File: src/rtl/wb_stage_pkg.sv
// Shared NPC pipeline definitions: datapath width, load funct3 codes and
// the writeback-stage state encoding.
package npc_defs;

    localparam int XLEN = 64;

    localparam logic [2:0] LB  = 3'b000;
    localparam logic [2:0] LH  = 3'b001;
    localparam logic [2:0] LW  = 3'b010;
    localparam logic [2:0] LD  = 3'b011;
    localparam logic [2:0] LBU = 3'b100;
    localparam logic [2:0] LHU = 3'b101;
    localparam logic [2:0] LWU = 3'b110;

    typedef enum logic [1:0] {
        WB_IDLE      = 2'd0,
        WB_LOAD_WAIT = 2'd1,
        WB_READY     = 2'd2
    } wb_state_e;

endpackage

File: src/rtl/wb_stage_load_align.sv
// Combinational load data aligner: shifts the returned doubleword down by the
// byte offset (zero fill), then sign/zero-extends to the width given by funct3.
module load_align
    import npc_defs::*;
(
    input  logic [XLEN-1:0] rdata,
    input  logic [2:0]      op,
    input  logic [2:0]      addr_lo,
    output logic [XLEN-1:0] data
);

    logic [XLEN-1:0]   s;
    logic signed [7:0]  s_b;
    logic signed [15:0] s_h;
    logic signed [31:0] s_w;

    assign s   = rdata >> {addr_lo, 3'b000};
    assign s_b = s[7:0];
    assign s_h = s[15:0];
    assign s_w = s[31:0];

    always_comb begin
        data = '0;
        case (op)
            LB:      data = XLEN'(s_b);
            LH:      data = XLEN'(s_h);
            LW:      data = XLEN'(s_w);
            LD:      data = s;
            LBU:     data = {56'd0, s[7:0]};
            LHU:     data = {48'd0, s[15:0]};
            LWU:     data = {32'd0, s[31:0]};
            default: data = '0;
        endcase
    end

endmodule

File: src/rtl/wb_stage.sv
// Writeback stage: holds one instruction, waits for load data, drives the
// regfile write port and forwarding info. WB_COMMIT_TRACE_EN adds commit trace ports.
module wb_stage
    import npc_defs::*;
#(
    parameter int NREG_BITS = 5
) (
    input  logic                 clk,
    input  logic                 rst,
    input  logic                 ms_to_ws_valid,
    output logic                 ws_allowin,
    input  logic [XLEN-1:0]      ms_pc,
    input  logic [NREG_BITS-1:0] ms_rd,
    input  logic                 ms_rd_we,
    input  logic                 ms_is_load,
    input  logic [2:0]           ms_load_op,
    input  logic [2:0]           ms_addr_lo,
    input  logic [XLEN-1:0]      ms_result,
    input  logic                 dmem_rvalid,
    input  logic [XLEN-1:0]      dmem_rdata,
    output logic                 rf_we,
    output logic [NREG_BITS-1:0] rf_waddr,
    output logic [XLEN-1:0]      rf_wdata,
    output logic                 ws_fwd_valid,
    output logic                 ws_fwd_busy,
    output logic [NREG_BITS-1:0] ws_fwd_rd,
    output logic [XLEN-1:0]      ws_fwd_data
`ifdef WB_COMMIT_TRACE_EN
    ,
    output logic                 commit_valid,
    output logic [XLEN-1:0]      commit_pc
`endif
);

    wb_state_e state, state_nxt;

    logic [XLEN-1:0]      pc_p0;
    logic [NREG_BITS-1:0] rd_p0;
    logic                 rd_we_p0;
    logic [2:0]           op_p0;
    logic [2:0]           addr_lo_p0;
    logic [XLEN-1:0]      result_p0;
    logic [XLEN-1:0]      load_data;
    logic                 accept;
    logic                 writes_rd;

    load_align u_load_align (
        .rdata   (dmem_rdata),
        .op      (op_p0),
        .addr_lo (addr_lo_p0),
        .data    (load_data)
    );

    assign ws_allowin = (state == WB_IDLE) || (state == WB_READY);
    assign accept     = ms_to_ws_valid && ws_allowin;

    always_ff @(posedge clk or posedge rst) begin
        if (rst) state <= WB_IDLE;
        else     state <= state_nxt;
    end

    always_comb begin
        state_nxt = state;
        case (state)
            WB_IDLE, WB_READY: begin
                if (accept) state_nxt = ms_is_load ? WB_LOAD_WAIT : WB_READY;
                else        state_nxt = WB_IDLE;
            end
            WB_LOAD_WAIT: if (dmem_rvalid) state_nxt = WB_READY;
            default:      state_nxt = WB_IDLE;
        endcase
    end

    // Stage p0: instruction held in writeback; a load overwrites result on response
    always_ff @(posedge clk or posedge rst) begin
        if (rst) begin
            pc_p0      <= '0;
            rd_p0      <= '0;
            rd_we_p0   <= 1'b0;
            op_p0      <= '0;
            addr_lo_p0 <= '0;
            result_p0  <= '0;
        end else if (accept) begin
            pc_p0      <= ms_pc;
            rd_p0      <= ms_rd;
            rd_we_p0   <= ms_rd_we;
            op_p0      <= ms_load_op;
            addr_lo_p0 <= ms_addr_lo;
            result_p0  <= ms_result;
        end else if (state == WB_LOAD_WAIT && dmem_rvalid) begin
            result_p0  <= load_data;
        end
    end

    // x0 is hard-wired zero: never written, never forwarded
    assign writes_rd = rd_we_p0 && (rd_p0 != '0);

    assign rf_we        = (state == WB_READY) && writes_rd;
    assign rf_waddr     = rd_p0;
    assign rf_wdata     = result_p0;
    assign ws_fwd_valid = (state != WB_IDLE) && writes_rd;
    assign ws_fwd_busy  = (state == WB_LOAD_WAIT);
    assign ws_fwd_rd    = rd_p0;
    assign ws_fwd_data  = result_p0;

`ifdef WB_COMMIT_TRACE_EN
    assign commit_valid = (state == WB_READY);
    assign commit_pc    = pc_p0;
`else
    logic unused_pc;
    assign unused_pc = ^pc_p0;
`endif

endmodule
File: config.mk
export PLATFORM = sky130hd
export DESIGN_NAME = wb_stage
export DESIGN_NICKNAME = d
export VERILOG_FILES = /design/src/rtl/wb_stage_pkg.sv /design/src/rtl/wb_stage_load_align.sv /design/src/rtl/wb_stage.sv
export SDC_FILE = /design/constraint.sdc
export NUM_CORES = 1
export LEC_CHECK = 0
export CORE_AREA = 4 4 135 137
export CTS_CLUSTER_DIAMETER = 50
export DETAILED_ROUTE_END_ITERATION = 12
export DIE_AREA = 0 0 139 141
export PLACE_DENSITY = 0.77
export SYNTH_ARGS = -nofsm -noshare
export SYNTH_HDL_FRONTEND = slang
export SYNTH_SLANG_ARGS = --single-unit
export TNS_END_PERCENT = 10
File: constraint.sdc
create_clock -name clk -period 3.9 [get_ports clk]
set_input_delay 1.17 -clock clk [delete_from_list [all_inputs] [get_ports clk]]
set_output_delay 1.17 -clock clk [all_outputs]
set_load 0.005 [all_outputs]
# [Yosys cells after proc, flatten, opt, wreduce, memory -nomap -nowiden]
# Cells that the tools add are included.
[totals] input_bits=209 elab_cells=35 ff_bits=78 out_inout_bits=142
[op_classes] n_mux=7 n_eq_ne=9 reduce_logical=12 n_shift=1
[op_table] op="64-bit one-hot mux with 7 select lines" count=1
[op_table] op="64-bit two-way mux" count=2
[op_table] op="64-bit by 6-bit >> shifter with 64-bit output" count=1
[op_table] op="3-bit == test (second input constant)" count=3
[op_table] op="3-bit by 2-bit == test with 1-bit output (second input constant)" count=2
[op_table] op="2-bit two-way mux" count=3
[op_table] op="1-bit logical AND" count=5
[op_table] op="5-bit nonzero test" count=1
[op_table] op="2-bit one-hot mux with 2 select lines" count=1
[op_table] op="2-bit nonzero test" count=2
[op_table] op="3-bit by 1-bit == test with 1-bit output (second input constant)" count=1
[op_table] op="3-bit zero test" count=1
[op_table] op="2-bit by 1-bit == test with 1-bit output (second input constant)" count=1
[op_table] op="2-bit == test (second input constant)" count=1
[op_table] op="2-bit zero test" count=1
[op_table] op="2-bit != test (second input constant)" count=1
[op_table] op="2-bit OR reduction" count=1
[op_table] op="1-bit logical OR" count=1

# [Depth between registers and ports, before layout]
# Gate-level depths: netlist of the first run.
[depth] ltp_word=5 ltp_mapped=8 mapped_depth_nobuf=4

# [By module]
# A second synthesis of the first run with hierarchy kept.
[hier_totals] hier_cells=769 area_unflattened_um2=7521.0
[by_module_without_submodules] mod="wb_stage" cells_each=480 area_each_um2=4987.3 seq_area_each_um2=1951.9 instances=1
[by_module_without_submodules] mod="load_align" cells_each=289 area_each_um2=2533.7 seq_area_each_um2=0.0 instances=1

# [Least setup slack after synthesis of the first run]
# OpenSTA, ideal clock, no wires.
[synth_timing] path_type="input -> register" startpoint="input port ms_to_ws_valid" endpoint="register result_p0[45] (netlist: rf_wdata[45])" stages=4 setup_slack_ns=1.526 setup_ns=0.135 arrival_ns=2.239 path_buffers=1 path_cell_list="clkbuf_1 mux2_2 a222oi_1 nand4_1"
[synth_via] elab_chain_len=2 word_cells_on_any_way=3
[synth_rtl] item="start, declared" line="wb_stage.sv:10" text="input logic ms_to_ws_valid,"
[synth_rtl] item="1-bit logical AND *" line="wb_stage.sv:55" text="assign accept = ms_to_ws_valid && ws_allowin;"
[synth_rtl] item="64-bit two-way mux or 2-bit nonzero test (tied branches)"
[synth_rtl] item="end signal, assigned" line="wb_stage.sv:89" text="result_p0 <= ms_result;"
[synth_rtl] item="end signal, assigned" line="wb_stage.sv:91" text="result_p0 <= load_data;"
[synth_rtl] item="end, declared" line="wb_stage.sv:42" text="logic [XLEN-1:0] result_p0;"
# Every way passes the cells marked *; elsewhere a longest branch is shown, timed or not.
# A chain may end at the register's enable or synchronous reset.

# [Worst setup path in the final report of the first run]
[layout_timing] startpoint="register rd_p0[0] (netlist: rf_waddr[0])" endpoint="output port rf_we"
[layout_via] elab_chain_len=3
[layout_rtl] item="start, declared" line="wb_stage.sv:38" text="logic [NREG_BITS-1:0] rd_p0;"
[layout_rtl] item="start signal, assigned" line="wb_stage.sv:85" text="rd_p0 <= ms_rd;"
[layout_rtl] item="5-bit nonzero test" line="wb_stage.sv:96" text="assign writes_rd = rd_we_p0 && (rd_p0 != '0);"
[layout_rtl] item="1-bit logical AND" line="wb_stage.sv:96"
[layout_rtl] item="1-bit logical AND" line="wb_stage.sv:98" text="assign rf_we = (state == WB_READY) && writes_rd;"
[layout_rtl] item="end, declared" line="wb_stage.sv:21" text="output logic rf_we,"
# No other way between the ends.

==> results of run 1 <==
-- worst max-delay path, delay by kind of cell (launching register included) --
| kind | cells | cell delay, ns |
|---|---|---|
| compound gates | 1 | 0.37 |
| buf+inv | 1 | 0.48 |
| flops | 1 | 0.40 |
| simple gates | 2 | 0.62 |
-- area by class of cell --
type	count	share of cell area, %
Multi-Input combinational cell	391	36.82
Timing Repair Buffer	311	34.38
Sequential cell	78	22.04
Tap cell	225	3.173
Clock buffer	13	2.933
Clock inverter	3	0.4794
Inverter	4	0.1833
-- power breakdown --
part / switching, uW / leakage [uW] / internal, uW
sequential: 231 / 0.000948 / 985
clock: 335 / 0.000146 / 530
combinational: 671 / 0.00259 / 1070
-- worst max path at each step --
stage	from	endpoint
4_1_cts	rf_waddr[0]$_DFFE_PP0N_	rf_we
6_report	rf_waddr[0]$_DFFE_PP0N_	rf_we
5_1_grt	rf_waddr[0]$_DFFE_PP0N_	rf_we
3_3_place_gp	dmem_rvalid	rf_wdata[23]$_DFFE_PP0P_
2_1_floorplan	rst	addr_lo_p0[0]$_DFFE_PP0N_
3_5_place_dp	dmem_rvalid	rf_wdata[31]$_DFFE_PP0P_
-- cell usage after synthesis, drive strengths merged, types with 3 or more instances --
cell | count | share of area, %
a21oi | 8 | 0.71
a221oi | 7 | 0.99
a222oi | 26 | 4.2
a22oi | 30 | 3.7
buf | 112 | 15
clkbuf | 14 | 0.85
dfrtp | 78 | 32
inv | 4 | 0.24
mux2 | 34 | 6.2
mux2i | 93 | 15
mux4 | 7 | 2.6
nand2 | 5 | 0.30
nand2b | 20 | 2.0
nand3 | 11 | 0.89
nand3b | 3 | 0.57
nand4 | 49 | 5.0
nor2 | 22 | 1.4
nor2b | 4 | 0.41
nor3 | 7 | 0.81
nor4 | 6 | 0.61
o211ai | 3 | 0.37
o21ai | 20 | 1.7
o22ai | 7 | 0.71
o2bb2ai | 15 | 2.1
-- metal layers --
metal | up-vias | track usage, % | routed length [microns]
met2 | 337 | 40.27 | 11790
met5 | - | 0 | 12
met4 | 2 | 7.106 | 568
met1 | 2937 | 31.09 | 9802
met3 | 33 | 7.123 | 2151
li1 | 2660 | - | -
-- state kept, by name (all words and copies together) (netlist names) --
name and flops:
state 2, addr_lo_p0 3, rf_waddr 5, rd_we_p0 1, rf_wdata 64, op_p0 3
-- stage by stage --
step	utilization (%)	hold WS (ns)	instances	total power, uW	setup slack (ns)
floorplan	-	0.4741	599	2191	0.7350
global placement	50.25	0.5170	1009	2940	0.6334
detailed placement	50.25	0.5210	1009	2969	0.5907
CTS	52.02	0.5350	1025	3855	0.4590
global route	52.02	0.5442	1025	4040	0.3745
finish	52.02	0.5262	1025	3824	0.5222
-- kinds of logic (layout without fill, tap and decap cells) --
family / after synthesis / after routing / synth area share, %
buffers and inverters: 130 / 331 / 15.60
flip-flops: 78 / 78 / 31.64
multiplexers: 134 / 134 / 23.85
AND/OR/NAND/NOR: 133 / 133 / 12.80
AO/OA/AOI/OAI: 124 / 124 / 16.11
==> metrics.md, run 1 <==
| Metric | Value |
|---|---|
| Post-CTS setup buffers | `0` |
| Fin. max-slew vios | `0` |
| Via Count | `around 6k` |
| First-pass GRT wire length | `approximately 37 mm` |
| Mapped cell area | `between 6000 and 7000 sq um` |
| Detailed Place HPWL | `18.51 mm` |
| Flop2flop setup slack | `roughly 1.3 ns` |
| Num CTS Buffers | `9` |
| 1st-iter DRT viols | `525` |
| Fraction of layout cells with a size suffix above 1 | `about an eighth` |
| Post-route design area | `roughly 8900 sq um` |
| Post-synth ARST share | `between 90% and 100%` |
| H-tree depth | `3` |
| Ant diodes | `0` |
| Initial core utilization | `about 36%` |
| Most frequent cells in the layout | `286 x clkdlybuf4s50_1, 93 x mux2i_1, 75 x dfrtp_1` |
| Nets@finish | `approximately 1k` |
| CP max stage cell | `or4_1` |
| Routed Antenna Nets | `0` |
| Worst Setup End Kind | `output port` |
| Port Buffer Count | `approximately 290` |
| Final Cycle Share | `86.61%` |
| Max transition margin | `between 20% and 30%` |
| Reg2reg path depth | `6` |
| Hold Crit Start | `rd_we_p0$_DFFE_PP0N_` |
| CORE AREA | `17,060 sq um` |
| Avg Cell Area, Syn | `10.30 sq um` |
| Drt pass-1 iters | `5` |
| Most common cell after layout, fill and taps aside | `clkdlybuf4s50_1` |
| Die X | `between 100 and 150 microns` |
| Worst Tran Pin Value | `about 1.1 ns` |
| Clk_lat worst skew | `around 0.34 ns` |
| Fmax | `0.2960 GHz` |
| Storage cell area | `1956 sq um` |
| Pwr dens | `about 430 nW/um^2` |
| Clock transition at path regs | `about 0.060 ns` |
| CP Launch Type | `flop` |
| Fin Clk Skew | `approximately 0.008 ns` |
| Unique masters post-synth | `47` |
| CTS Hold Bufs | `0` |
| Worst flop-to-flop path startpoint | `addr_lo_p0[1]$_DFFE_PP0N_` |
| DP Area | `between 8000 and 9000 sq um` |
| Hold depth | `1` |
| Post-synthesis cell count | `between 500 and 600` |
| Maximum number of pins on one net before global-route repair | `59` |
| DR WL/cell | `~24 microns` |
| Final min period | `3.378 ns` |
| CTS tree | `done` |
| Required time worst endpoint | `between 2 and 3 ns` |
| Number of synthesized flops with an enable pin | `0` |
| Multi-input gate area | `3267 sq um` |
| Sequential-to-total area share from yosys stat | `31.64%` |
| Clock sinks | `just under 80` |
| GR Overflow Total | `0` |
| Arrival time worst endpoint | `roughly 2.2 ns` |
| Post-route DRC | `0` |
| Post-CTS sizing | `0` |
| # IOs | `~350` |
| Setup TNS | `0 ns` |
| Maxcap violations | `0` |
| Hold worst-path end | `rd_we_p0$_DFFE_PP0N_` |
| Final Wtd Congestion | `0.9261` |
| Vias in the first global route | `approximately 6.1k` |
| Top_reg_cell synth | `dfrtp_1` |
| Seq cells post-synth | `78` |
| Post-Route WL | `~24 mm` |
| Root Buffer | `clkbuf_16` |
| Crit Path Class | `reg2out` |
| Reg2reg end | `rf_wdata[59]$_DFFE_PP0P_` |
| RSZ-0062 raised after global routing | `no` |
| Yosys Warn Count | `0` |
| Hold WC Path Type | `reg2reg` |
| Die height | `around 140 microns` |
| Syn-to-layout area delta | `43.85%` |
| Critical path cell sequence | `or4_1 > o21ai_0 > nor3_1 > clkdlybuf4s50_1` |
| Critical Path Max Stage Delay | `0.52 ns` |
| Hold Fails Final Rpt | `0` |
| Die Footprint | `about 20,000 sq um` |
| Final-layout fill cell count | `between 1.5k and 2k` |
| Row Count | `between 40 and 50` |
| Post-synthesis net count | `just over 800` |
| Initial antenna violation count | `2` |
| Via/cell ratio | `roughly 5.8` |
| Clock buffer depth | `2` |
| Endpoints failing setup | `0` |
| CP max FO | `4` |
| Leak | `roughly 0.0037 uW` |
| Max VDD drop | `roughly 280 uV` |
| Status | `complete, no violations` |
| Overall Global Routing Usage | `about a quarter` |
No activity file was read; power rests on OpenSTA's default activity.
==> inputs of run 2 (changes only) <==
--- a/config.mk
+++ b/config.mk
@@ -5,10 +5,11 @@
 export SDC_FILE = /design/constraint.sdc
 export NUM_CORES = 1
 export LEC_CHECK = 0
-export CORE_AREA = 4 4 135 137
+export ABC_AREA = 1
+export CORE_AREA = 4 4 136 138
 export CTS_CLUSTER_DIAMETER = 50
 export DETAILED_ROUTE_END_ITERATION = 12
-export DIE_AREA = 0 0 139 141
+export DIE_AREA = 0 0 140 142
 export PLACE_DENSITY = 0.77
 export SYNTH_ARGS = -nofsm -noshare
 export SYNTH_HDL_FRONTEND = slang
==> run 2 against run 1 <==
Against the previous run: final cell count is 32% higher; final area is 2.1% higher; sequential power is 7% lower; via count is 17% higher; non-clock buffer count is 14 lower; combinational power is 10% higher; die area is 1.4% higher; total power is 3.0% higher; routed wire length is 5.2% lower; largest cell class unchanged; largest power group unchanged.
==> metrics.md, run 2 <==
| Metric | Value |
|---|---|
| Fmax | `~0.32 GHz` |
| Setup TNS | `0 ns` |
| 1st-iter DRT viols | `around 500` |
| Syn-to-layout area delta | `41.99%` |
| Worst Setup End Kind | `output port` |
| Hold WC Path Type | `reg2reg` |
| Post-synth top area cell | `dfrtp_1` |
| Synth cell count leaders | `367 x nand2_1, 78 x dfrtp_1, 75 x buf_4, 71 x inv_1, 61 x nand3_1` |
| Drt pass-1 iters | `5` |
| Num CTS Buffers | `9` |
| Sequential-to-total area share from yosys stat | `between 30 and 40%` |
| DR WL/cell | `16.99 microns` |
| CP max FO | `4` |
| Initial core utilization | `about 37%` |
| Nets@finish | `1,338` |
| Hold Fails Final Rpt | `0` |
| Unique masters post-synth | `29` |
| Worst setup path endpoint | `rf_we` |
| Root Buffer | `clkbuf_16` |
| Core Util, Final | `~53%` |
| Post-synth ARST share | `100.0%` |
| GR Overflow Total | `0` |
| Pwr dens | `around 430 nW/um^2` |
| Storage cell area | `between 1500 and 2000 sq um` |
| Worst flop-to-flop path startpoint | `addr_lo_p0[1]$_DFFE_PP0N_` |
| Most frequent cell after synthesis | `nand2_1` |
| CTS Hold Bufs | `0` |
| Most frequent cells in the layout | `367 x nand2_1, 286 x clkdlybuf4s50_1, 76 x dfrtp_1` |
| Routed Antenna Nets | `0` |
| Crit. Startpoint | `rf_waddr[1]$_DFFE_PP0N_` |
| Max transition margin | `17.98%` |
| Final min period | `just over 3 ns` |
| Most common cell after layout, fill and taps aside | `nand2_1` |
| Max FFs per register | `64` |
| # IOs | `roughly 350` |
| Seq cells post-synth | `just under 80` |
| Clock buffer depth | `2` |
| Vias in the first global route | `between 6k and 7k` |
| Fin. max-slew vios | `0` |
| Post-CTS sizing | `0` |
| Top_reg_cell synth | `dfrtp_1` |
| Clk_lat worst skew | `0.34 ns` |
| Ranking of synthesized cells by area | `dfrtp_1 31%, nand2_1 22%, buf_4 8.8%` |
| Crit Path Class | `reg2out` |
| Detailed Place HPWL | `about 17 mm` |
| Post-synthesis cell count | `~960` |
| Fraction of layout cells with a size suffix above 1 | `between 5 and 6%` |
| RSZ-0062 raised after global routing | `no` |
| Clock transition at path regs | `approximately 0.060 ns` |
| Number of synthesized flops with an enable pin | `0` |
| Via/cell ratio | `just over 5` |
| Endpoints failing setup | `0` |
| Die Footprint | `19,880 sq um` |
| Worst Tran Pin Value | `1.229 ns` |
| Mapped cell area | `about 6400 sq um` |
| Clock sinks | `slightly below 80` |
| Post-route DRC | `0` |
| Maximum number of pins on one net before global-route repair | `between 100 and 150` |
| Yosys Warn Count | `0` |
| Arrival time worst endpoint | `about 1.9 ns` |
| Synth top area share | `30.58%` |
| First-pass GRT wire length | `approximately 36 mm` |
| H-tree depth | `3` |
| Final Wtd Congestion | `about 0.92` |
| Post-synthesis net count | `approximately 1.2k` |
| Row Count | `48` |
| Fin Clk Skew | `~0.0075 ns` |
| Max VDD drop | `slightly above 300 uV` |
| Flop2flop setup slack | `approximately 1.4 ns` |
| Leak | `between 0.004 and 0.005 uW` |
| Post-Route WL | `approximately 23 mm` |
| Ant diodes | `0` |
| Post-CTS setup buffers | `0` |
| CTS tree | `done` |
| Multi-input gate area | `around 3200 sq um` |
| Status | `complete, no violations` |
| CP Launch Type | `flop` |
| Avg Cell Area, Syn | `6.662 sq um` |
| Initial antenna violation count | `0` |
| CORE AREA | `around 17,000 sq um` |
| Port Buffer Count | `about 290` |
| Final Cycle Share | `slightly below 80%` |
| Via Count | `6,998` |
| Maxcap violations | `0` |
| Required time worst endpoint | `roughly 2.7 ns` |
| Reg2reg end | `rf_wdata[30]$_DFFE_PP0P_` |
| Overall Global Routing Usage | `between 20 and 25%` |
| Die height | `between 100 and 150 microns` |
| Reg2reg path depth | `10` |
| Die X | `between 100 and 150 microns` |
| Final-layout fill cell count | `1,764` |
-- run 2: routing by layer --
| metal | global-route usage (%) | share of wire, % | routed length, microns | vias to the layer above |
|---|---|---|---|---|
| li1 | - | - | - | 3414 |
| met1 | 29.60 | 42 | 9739 | 3199 |
| met2 | 36.84 | 48 | 11050 | 344 |
| met3 | 5.309 | 7.4 | 1701 | 41 |
| met4 | 7.190 | 2.5 | 580 | 0 |
| met5 | 0 | 0 | 0 | - |
-- run 2: final cells by class --
cell class	instances	share of cell area, %
Clock inverter	3	0.7594
Clock buffer	12	2.609
Tap cell	225	3.106
Inverter	79	3.286
Timing Repair Buffer	297	33.05
Sequential cell	78	21.57
Multi-Input combinational cell	664	35.62
-- run 2: worst max-delay path: stages (launching register included) --
cell and delay [ns]:
dfrtp_1 0.41, or2_2 0.30, o41ai_1 0.32, nor3_1 0.08, clkdlybuf4s50_1 0.47
-- run 2: worst min-delay path by stage --
stage / slack (ns) / end / start / cells past startpoint
final: 0.48 / rd_we_p0$_DFFE_PP0N_ / rd_we_p0$_DFFE_PP0N_ / 2
after global routing: 0.50 / rd_we_p0$_DFFE_PP0N_ / rd_we_p0$_DFFE_PP0N_ / 2
after CTS: 0.48 / rd_we_p0$_DFFE_PP0N_ / rd_we_p0$_DFFE_PP0N_ / 2
after detailed placement: 0.47 / rd_we_p0$_DFFE_PP0N_ / rd_we_p0$_DFFE_PP0N_ / 2
after global placement: 0.46 / rd_we_p0$_DFFE_PP0N_ / rd_we_p0$_DFFE_PP0N_ / 2
after floorplan: 0.45 / rd_we_p0$_DFFE_PP0N_ / rd_we_p0$_DFFE_PP0N_ / 2
-- run 2: report_power, final --
part / switching [uW] / internal [uW]
clock: 335 / 560
sequential: 149 / 978
combinational: 919 / 998
-- run 2: metrics by stage --
stage | setup WS [ns] | total power, uW | instances | hold slack, ns | instance area, sq um
after global routing | 0.6590 | 4203 | 1358 | 0.4978 | 9062
final | 0.8071 | 3939 | 1358 | 0.4836 | 9062
after CTS | 0.7831 | 3966 | 1358 | 0.4832 | 9062
after floorplan | 0.7350 | 2264 | 958 | 0.4484 | 6382
after detailed placement | 0.7814 | 3048 | 1343 | 0.4671 | 8757
after global placement | 0.7967 | 3017 | 1343 | 0.4648 | 8757
-- run 2: logic make-up after synthesis --
group | synth area share [%]
AOI/OAI and AO/OA | 17.27
DFF | 30.58
and+or+nand+nor | 33.31
buffers and inverters | 18.84
